File: config.mk
export PLATFORM = sky130hd
export DESIGN_NAME = bcd3_seg_scan
export DESIGN_NICKNAME = d
export VERILOG_FILES = /design/src/rtl/bcd3_seg_scan.sv
export SDC_FILE = /design/constraint.sdc
export NUM_CORES = 1
export LEC_CHECK = 0
export CAP_MARGIN = 20
export CORE_UTILIZATION = 30
export DETAILED_ROUTE_END_ITERATION = 12
export GPL_ROUTABILITY_DRIVEN = 0
export PLACE_DENSITY_LB_ADDON = 0.1
export SLEW_MARGIN = 30
export SYNTH_ARGS = -nofsm -noshare
export SYNTH_HDL_FRONTEND = slang
export SYNTH_SLANG_ARGS = --single-unit
File: constraint.sdc
create_clock -name clk -period 6.5 [get_ports clk]
set_input_delay 1.3 -clock clk [delete_from_list [all_inputs] [get_ports clk]]
set_output_delay 1.3 -clock clk [all_outputs]
set_load 0.01 [all_outputs]
File: src/rtl/bcd3_seg_scan.sv
// Three-digit BCD display driver: captures digits on a strobe and scans them onto a
// multiplexed seven-segment display with leading-zero blanking, blink and error flag.
module bcd3_seg_scan #(
    parameter int unsigned SCAN_DIV   = 100000,
    parameter int unsigned BLINK_DIV  = 50000000,
    parameter bit          ACTIVE_LOW = 1'b0
) (
    input  logic       clk,
    input  logic       rst,
    input  logic [3:0] hundreds,
    input  logic [3:0] tens,
    input  logic [3:0] ones,
    input  logic       load,
    input  logic       blank_lz,
    input  logic       blink_en,
    output logic [7:0] seg,
    output logic [2:0] an,
    output logic       err
);

    localparam int unsigned SW = (SCAN_DIV > 1) ? $clog2(SCAN_DIV) : 1;
    localparam int unsigned BW = (BLINK_DIV > 1) ? $clog2(BLINK_DIV) : 1;
    localparam logic [SW-1:0] SCAN_LAST = SW'(SCAN_DIV - 1);
    localparam logic [BW-1:0] BLINK_LAST = BW'(BLINK_DIV - 1);
    localparam logic [7:0] SEG_INV = {8{ACTIVE_LOW}};
    localparam logic [2:0] AN_INV = {3{ACTIVE_LOW}};

    logic [SW-1:0] scan_cnt_q, scan_cnt_d;
    logic [BW-1:0] blink_cnt_q, blink_cnt_d;
    logic [1:0]    idx_q, idx_d;
    logic          blink_ph_q, blink_ph_d;
    logic [3:0]    sh_h_q, sh_h_d;
    logic [3:0]    sh_t_q, sh_t_d;
    logic [3:0]    sh_o_q, sh_o_d;
    logic          err_q, err_d;
    logic [7:0]    seg_q, seg_d;
    logic [2:0]    an_q, an_d;

    logic [3:0] cur_digit;
    logic [2:0] cur_an;
    logic       blanked;
    logic       dark;

    function automatic logic [6:0] seg_decode(input logic [3:0] d);
        logic [6:0] s;
        case (d)
            4'd0:    s = 7'h3F;
            4'd1:    s = 7'h06;
            4'd2:    s = 7'h5B;
            4'd3:    s = 7'h4F;
            4'd4:    s = 7'h66;
            4'd5:    s = 7'h6D;
            4'd6:    s = 7'h7D;
            4'd7:    s = 7'h07;
            4'd8:    s = 7'h7F;
            4'd9:    s = 7'h6F;
            default: s = 7'h40;
        endcase
        return s;
    endfunction

    always_comb begin
        scan_cnt_d = scan_cnt_q + 1'b1;
        idx_d      = idx_q;
        if (scan_cnt_q == SCAN_LAST) begin
            scan_cnt_d = '0;
            case (idx_q)
                2'd0:    idx_d = 2'd1;
                2'd1:    idx_d = 2'd2;
                default: idx_d = 2'd0;
            endcase
        end else if (idx_q == 2'd3) begin
            idx_d = 2'd0;
        end

        blink_cnt_d = blink_cnt_q + 1'b1;
        blink_ph_d  = blink_ph_q;
        if (blink_cnt_q == BLINK_LAST) begin
            blink_cnt_d = '0;
            blink_ph_d  = ~blink_ph_q;
        end
    end

    always_comb begin
        sh_h_d = sh_h_q;
        sh_t_d = sh_t_q;
        sh_o_d = sh_o_q;
        err_d  = err_q;
        if (load) begin
            sh_h_d = hundreds;
            sh_t_d = tens;
            sh_o_d = ones;
            err_d  = (hundreds > 4'd9) || (tens > 4'd9) || (ones > 4'd9);
        end
    end

    // Output stage works from pre-edge index and shadow; index 3 is shown as the ones slot.
    always_comb begin
        case (idx_q)
            2'd1: begin
                cur_digit = sh_t_q;
                cur_an    = 3'b010;
                blanked   = blank_lz && (sh_h_q == 4'd0) && (sh_t_q == 4'd0);
            end
            2'd2: begin
                cur_digit = sh_h_q;
                cur_an    = 3'b100;
                blanked   = blank_lz && (sh_h_q == 4'd0);
            end
            default: begin
                cur_digit = sh_o_q;
                cur_an    = 3'b001;
                blanked   = 1'b0;
            end
        endcase
        dark = blink_en && blink_ph_q;

        if (blanked || dark) begin
            seg_d = SEG_INV;
            an_d  = AN_INV;
        end else begin
            seg_d = {1'b0, seg_decode(cur_digit)} ^ SEG_INV;
            an_d  = cur_an ^ AN_INV;
        end
    end

    always_ff @(posedge clk) begin
        if (rst) begin
            scan_cnt_q  <= '0;
            idx_q       <= 2'd0;
            blink_cnt_q <= '0;
            blink_ph_q  <= 1'b0;
            sh_h_q      <= 4'd0;
            sh_t_q      <= 4'd0;
            sh_o_q      <= 4'd0;
            err_q       <= 1'b0;
            seg_q       <= SEG_INV;
            an_q        <= AN_INV;
        end else begin
            scan_cnt_q  <= scan_cnt_d;
            idx_q       <= idx_d;
            blink_cnt_q <= blink_cnt_d;
            blink_ph_q  <= blink_ph_d;
            sh_h_q      <= sh_h_d;
            sh_t_q      <= sh_t_d;
            sh_o_q      <= sh_o_d;
            err_q       <= err_d;
            seg_q       <= seg_d;
            an_q        <= an_d;
        end
    end

    assign seg = seg_q;
    assign an  = an_q;
    assign err = err_q;

endmodule

==> metrics, run 1 <==
worst-path cell with the longest stage delay=clkdlybuf4s50_1; post-route ant nets=0; min cycle time layout=roughly 2.9 ns; unique cell type count in the Yosys netlist=45; Starting Density=31.1%; placed inst area=between 3000 and 4000 um^2; share of cells above drive strength 1=6.58%; worst setup margin=3.62 ns; total power=0.852 mW; die width=106 um; Post-Syn Instances=between 300 and 400; dpl ws=between 3 and 4 ns; final slew viol count=0; nets@finish=421; DRT Pass-1 Iters=5; Worst setup EP type=flip-flop; Fin Clk Skew=slightly above 0.01 ns; row cnt=37; WL per Instance=around 12 um; DRT iter0 DRCs=46; mapped cell area=3240 um^2; status=finished, final reports clean; Peak VDD IR=126 uV; final core utilization=between 30% and 40%; Max Cap Viol=0; hold_ws=about 0.45 ns; post-CTS resize count=0; Pwr per Cell Area=224 nW/um^2; maximum fanout along the worst path=21; clk buf depth=2; fill cell count=between 1000 and 1500; root buffer cell=clkbuf_8; Core Area=around 10000 um^2; sequential area share after synthesis=42.6%; CP Data Required Time=6.72 ns; main flop type after synthesis=dfxtp_1; max incr delay on CP=about 0.97 ns; setup TNS=0 ns; DP HPWL=4570 um; dpl cells=just over 500; Avg Synthesized Cell Area=8.85 um^2; vias in the first global route=between 2000 and 3000; clock power share=40.5%; Design Area, Final=3810 um^2; CTS sink cnt=between 60 and 70; largest net degree at the start of global routing=26; remaining global-route overflow=0; Comb pwr share=7.5%; htree depth=3; crit path buf inv count=2; # setup viols final=0; total number of vias=2589; CTS Buf Count=9; crit start category=primary input; first-pass GRT wire length=11400 um; Min-Delay Path Class=reg -> reg; Power Internal=0.647 mW; Arr. time, crit path=around 3.1 ns; overall global routing resource usage=12.7%; RSZ-0062 raised after global routing=false; Setup Buffers After CTS=0; initial antenna violation count=0; Worst-Margin Slew=0.783 ns; IO Pins=29; switching power total=0.205 mW; crit-path cells=clkdlybuf4s50_1 -> inv_1 -> nand2_1 -> o21ba_2; Worst-Skew Late Latency=0.34 ns; Synth Register Bits=69; clk slew on worst S/H paths=0.08 ns; Leak=1.37 nW; DIE AREA=11200 um^2; fraction of registers with async set/reset=0%; Port Buffers=27; EDFF count, synth=0; area grow syn2layout=17.5%; CTS Hold Buffers Added=0; height of the die=106 um; crit path kind=in -> reg; warnings from Yosys=0; Switching Share=approximately a quarter; Non-Filler Instances=roughly 530; Hold Fails Final Rpt=0; DRC viols=0; slew margin rel.=47.6%; diode count=0; Mapped Nets=397; DR vias/cell=4.88; CTS tree=yes; final period utilization=44.3%; Flop pwr share=51.9%; maximum clock frequency=347 MHz; routed wire length=about 6500 um; CP delay by family, top=buffers and inverters
==> path summary, 6_finish.rpt <==
path                 startpoint        endpoint  slack, ns  cells past startpoint
setup / recovery            rst  scan_cnt_q[14]       3.62                      4
hold / removal    scan_cnt_q[0]   scan_cnt_q[0]       0.45                      1
setup reg to reg       idx_q[0]          seg[5]       3.83                      7
hold reg to reg   scan_cnt_q[0]   scan_cnt_q[0]       0.45                      1
==> cells by family (layout without fill, tap and decap cells) <==
family / after synthesis / count (layout) / share of synthesized area [%]
flops: 69 / 69 / 42.6
buf+inv: 28 / 57 / 3.90
other cells: 1 / 1 / 0.116
xor+xnor: 20 / 20 / 5.41
fa+ha+maj: 14 / 14 / 5.41
mux: 17 / 17 / 5.29
compound gates: 68 / 68 / 12.2
simple gates: 149 / 149 / 25.0
==> routing by layer <==
layer | GRT usage [%] | routed length [um] | vias to the layer above
met4 | 3.27 | 37 | 0
met1 | 15.5 | 3270 | 1211
met2 | 21.3 | 3050 | 22
li1 | - | - | 1354
met5 | 0 | 0 | -
met3 | 4.23 | 156 | 2
==> synth_stat cells (2+ instances only) <==
library cell / count / share of area, %
o21ai_0: 17 / 2.6
a22oi_1: 2 / 0.46
nor3_1: 4 / 0.62
dfxtp_1: 69 / 43
nand2b_1: 2 / 0.39
mux2i_1: 16 / 4.9
nand2_1: 16 / 1.9
o31ai_1: 7 / 1.6
xnor2_1: 8 / 2.2
and4_1: 5 / 1.4
xor2_1: 12 / 3.2
and3_1: 5 / 0.97
or2_2: 2 / 0.39
nand3_1: 17 / 2.6
a21oi_1: 32 / 4.9
nand4_1: 12 / 2.3
buf_2: 2 / 0.31
ha_1: 14 / 5.4
nor4_1: 5 / 0.97
a21o_1: 3 / 0.70
nand4b_1: 2 / 0.54
inv_1: 13 / 1.5
and2_1: 4 / 0.77
or3_1: 13 / 2.5
buf_6: 2 / 0.70
or4_1: 7 / 1.6
nand3b_1: 2 / 0.46
nor2_1: 45 / 5.2
clkbuf_1: 10 / 1.2
or4_4: 2 / 0.70
a22o_1: 2 / 0.54
==> sequential cells by signal, indices dropped and copies added, names as in the netlist <==
name         cells
blink_cnt_q     26
scan_cnt_q      17
seg              7
sh_h_q           4
sh_o_q           4
sh_t_q           4
an               3
idx_q            2
blink_ph_q       1
err              1
==> area by class of cell <==
type / count / area, um^2 / share of cell area [%]
multi-input combinational: 269 / 1730 / 45.5
sequential: 69 / 1380 / 36.3
timing repair buffer: 28 / 278 / 7.30
tap: 136 / 170 / 4.47
clock buffer: 9 / 124 / 3.25
clock inverter: 7 / 73.8 / 1.94
inverter: 13 / 48.8 / 1.28
==> worst reg2reg max path, delay by kind of cell, from the launching register on <==
| family | cells | cell delay (ns) |
|---|---|---|
| fa+ha+maj | 2 | 0.85 |
| buf+inv | 2 | 0.28 |
| flops | 1 | 0.39 |
| mux | 1 | 0.57 |
| compound gates | 1 | 0.14 |
| simple gates | 1 | 0.38 |
==> placed cells by master (no fill, tap or decap), drive strengths merged, types with 9 or more instances in the layout <==
| cell | synthesis | routed |
|---|---|---|
| a21oi | 32 | 32 |
| clkbuf | 10 | 9 |
| clkdlybuf4s50 | 0 | 27 |
| dfxtp | 69 | 69 |
| ha | 14 | 14 |
| inv | 13 | 14 |
| mux2i | 16 | 16 |
| nand2 | 16 | 16 |
| nand3 | 17 | 17 |
| nand4 | 13 | 13 |
| nor2 | 45 | 45 |
| o21ai | 18 | 18 |
| or3 | 14 | 14 |
| or4 | 9 | 9 |
| xor2 | 12 | 12 |
==> power groups by stage <==
| stage | sequential, mW | clock (mW) | combinational (mW) |
|---|---|---|---|
| 4_1_cts | 0.443 | 0.362 | 0.0653 |
| 5_1_grt | 0.444 | 0.381 | 0.0723 |
| 2_1_floorplan | 0.453 | 0 | 0.0348 |
| 3_5_place_dp | 0.453 | 0 | 0.0650 |
| 3_3_place_gp | 0.452 | 0 | 0.0648 |
| 6_report | 0.443 | 0.346 | 0.0642 |
Power figures use the tool's default switching activity.
==> run 2, diff against run 1 <==
Clock period 6.5 ns to 2.4 ns, I/O delays scaled along.
==> run 2 against run 1 <==
Effect of this change: sequential power rose to 2.7 times the previous value; critical path depth rose by 4; sequential share of layout area fell by 1.1 points; largest power group unchanged; highest routed layer unchanged; critical endpoint is now seg[5]; die area did not move; count of clock-buffer cells in the layout rose by 3; routed wire length rose by 5.8%; clock power rose to 3.4 times the previous value; critical path type is now reg -> reg; first-iteration DRC count rose by 83%.
==> metrics, run 2 (synthesis gave the netlist of run 1 again) <==
Pwr per Cell Area=649 nW/um^2 (+190%); Design Area, Final=3920 um^2 (+3.0%); vias in the first global route=2390 (-6.5%); crit path kind=reg -> reg; most common cell after layout, fill and taps aside=dfxtp_1; max FFs per register=26 (unchanged); DP HPWL=4870 um (+6.6%); final period utilization=92.8%; Min-Delay Path Class=reg -> reg; min cycle time layout=2.23 ns; remaining global-route overflow=0 (unchanged); Hold Fails Final Rpt=0 (unchanged); Fin Clk Skew=0.0110 ns (+0.000814 ns); crit-path cells=inv_1 -> ha_1 -> a22o_1 -> mux2i_1 -> inv_1 -> ha_1 -> or3_1 -> a21oi_1; fill cell count=1110 (+1.4%); initial antenna violation count=0 (unchanged); CTS Buf Count=9 (unchanged); # setup viols final=0 (unchanged); setup TNS=0 ns (unchanged); row cnt=37 (unchanged); Leak=1.44 nW (+4.8%); diode count=0 (unchanged); overall global routing resource usage=13.0% (+0.33 points); clk buf depth=2 (unchanged); maximum clock frequency=449 MHz; htree depth=3 (unchanged); clk slew on worst S/H paths=0.08 ns (about the same); crit start category=flip-flop; status=finished, final reports clean; Max Cap Viol=0 (unchanged); Setup Buffers After CTS=0 (unchanged); CP Data Required Time=2.67 ns (-4.05 ns); Arr. time, crit path=2.50 ns (-0.60 ns); CTS Hold Buffers Added=0 (unchanged); DRC viols=0 (unchanged); Non-Filler Instances=540 (+1.7%); RSZ-0062 raised after global routing=false; total number of vias=2633 (+1.7%); Peak VDD IR=444 uV (+250%); maximum fanout along the worst path=5 (-76%); Worst-Skew Late Latency=0.35 ns (about the same); slew margin rel.=41.2% (-6.4 points); DR vias/cell=4.88 (about the same); nets@finish=430 (+2.1%); CTS tree=yes; largest net degree at the start of global routing=21 (-19%); most frequent cells in the layout=dfxtp_1, nor2_1, a21oi_1; Port Buffers=27 (unchanged); IO Pins=29 (unchanged); height of the die=106 um (unchanged); post-CTS resize count=0 (unchanged); routed wire length=6890 um (+5.8%); Core Area=10400 um^2 (unchanged); Worst setup EP type=flip-flop; placed inst area=3680 um^2 (+2.0%); DRT iter0 DRCs=84 (+83%); root buffer cell=clkbuf_8; Starting Density=31.1% (unchanged); first-pass GRT wire length=11400 um (-0.54%); dpl cells=524 (+1.7%); max incr delay on CP=0.39 ns (-0.58 ns); die width=106 um (unchanged); post-route ant nets=0 (unchanged); Worst-Margin Slew=0.876 ns (+0.0933 ns); largest reg by FF count=blink_cnt_q; final slew viol count=0 (unchanged); area grow syn2layout=21.1%; CTS sink cnt=69 (unchanged); DIE AREA=11200 um^2 (unchanged); WL per Instance=12.8 um (+4.0%); share of cells above drive strength 1=8.42% (+1.8 points); DRT Pass-1 Iters=4 (-1); worst-path cell with the longest stage delay=dfxtp_1
==> run 2: cell count changes in the layout (fill, tap and decap cells not counted) <==
cell and change:
buf_4 +9, inv_6 -1, clkbuf_8 +1, bufinv_16 +2
clkinv_2 -1, mux2i_2 +1, clkinvlp_4 -1, mux2i_1 -1
clkinv_4 -2, clkbuf_1 +2
==> run 2: final cells by class <==
type,instances,area (um^2),area share (%)
Sequential cell,69,1380,35.2
Timing Repair Buffer,37,345,8.81
Inverter,13,48.8,1.24
Clock buffer,12,145,3.70
Clock inverter,4,95.1,2.43
Tap cell,136,170,4.34
Multi-Input combinational cell,269,1740,44.3
==> run 2: routing by layer <==
layer  wire length (um)  GRT usage [%]  share of wire, %  vias to the layer above
met2               3070           20.2                45                       20
met3                191           4.11               2.8                       10
met5                  0              0                 0                        -
met4                116           5.75               1.7                        0
met1               3520           16.5                51                     1234
li1                   -              -                 -                     1369
==> run 2: worst paths after layout <==
kind	start	endpoint	slack, ns	depth (start not counted)
worst max-delay path	idx_q[0]	seg[5]	0.17	8
worst min register to register	scan_cnt_q[0]	scan_cnt_q[0]	0.44	1
worst max register to register	idx_q[0]	seg[5]	0.17	8
worst min-delay path	scan_cnt_q[0]	scan_cnt_q[0]	0.44	1
==> run 2: worst max-delay path: cells and delay by family (launching register included) <==
family / cells / cell delay, ns
adder cells (fa/ha/maj): 2 / 0.46
AO/OA/AOI/OAI: 2 / 0.42
flip-flops: 1 / 0.39
AND/OR/NAND/NOR: 1 / 0.36
multiplexers: 1 / 0.26
buffers and inverters: 2 / 0.24
==> run 2: through the flow <==
stage	hold slack, ns	worst slack, ns	utilization [%]	total power [mW]
final	0.442	0.172	37.6	2.54
after global placement	0.432	0.198	35.3	1.41
after CTS	0.451	0.154	37.6	2.59
after detailed placement	0.437	0.180	35.3	1.41
after global routing	0.480	0.0142	37.6	2.66
after floorplan	0.413	0.0321	-	1.32
==> run 2: power by group <==
part / switching (mW) / total, mW / internal [mW]
clock: 0.442 / 1.16 / 0.718
sequential: 0.0201 / 1.20 / 1.18
combinational: 0.0864 / 0.184 / 0.0977
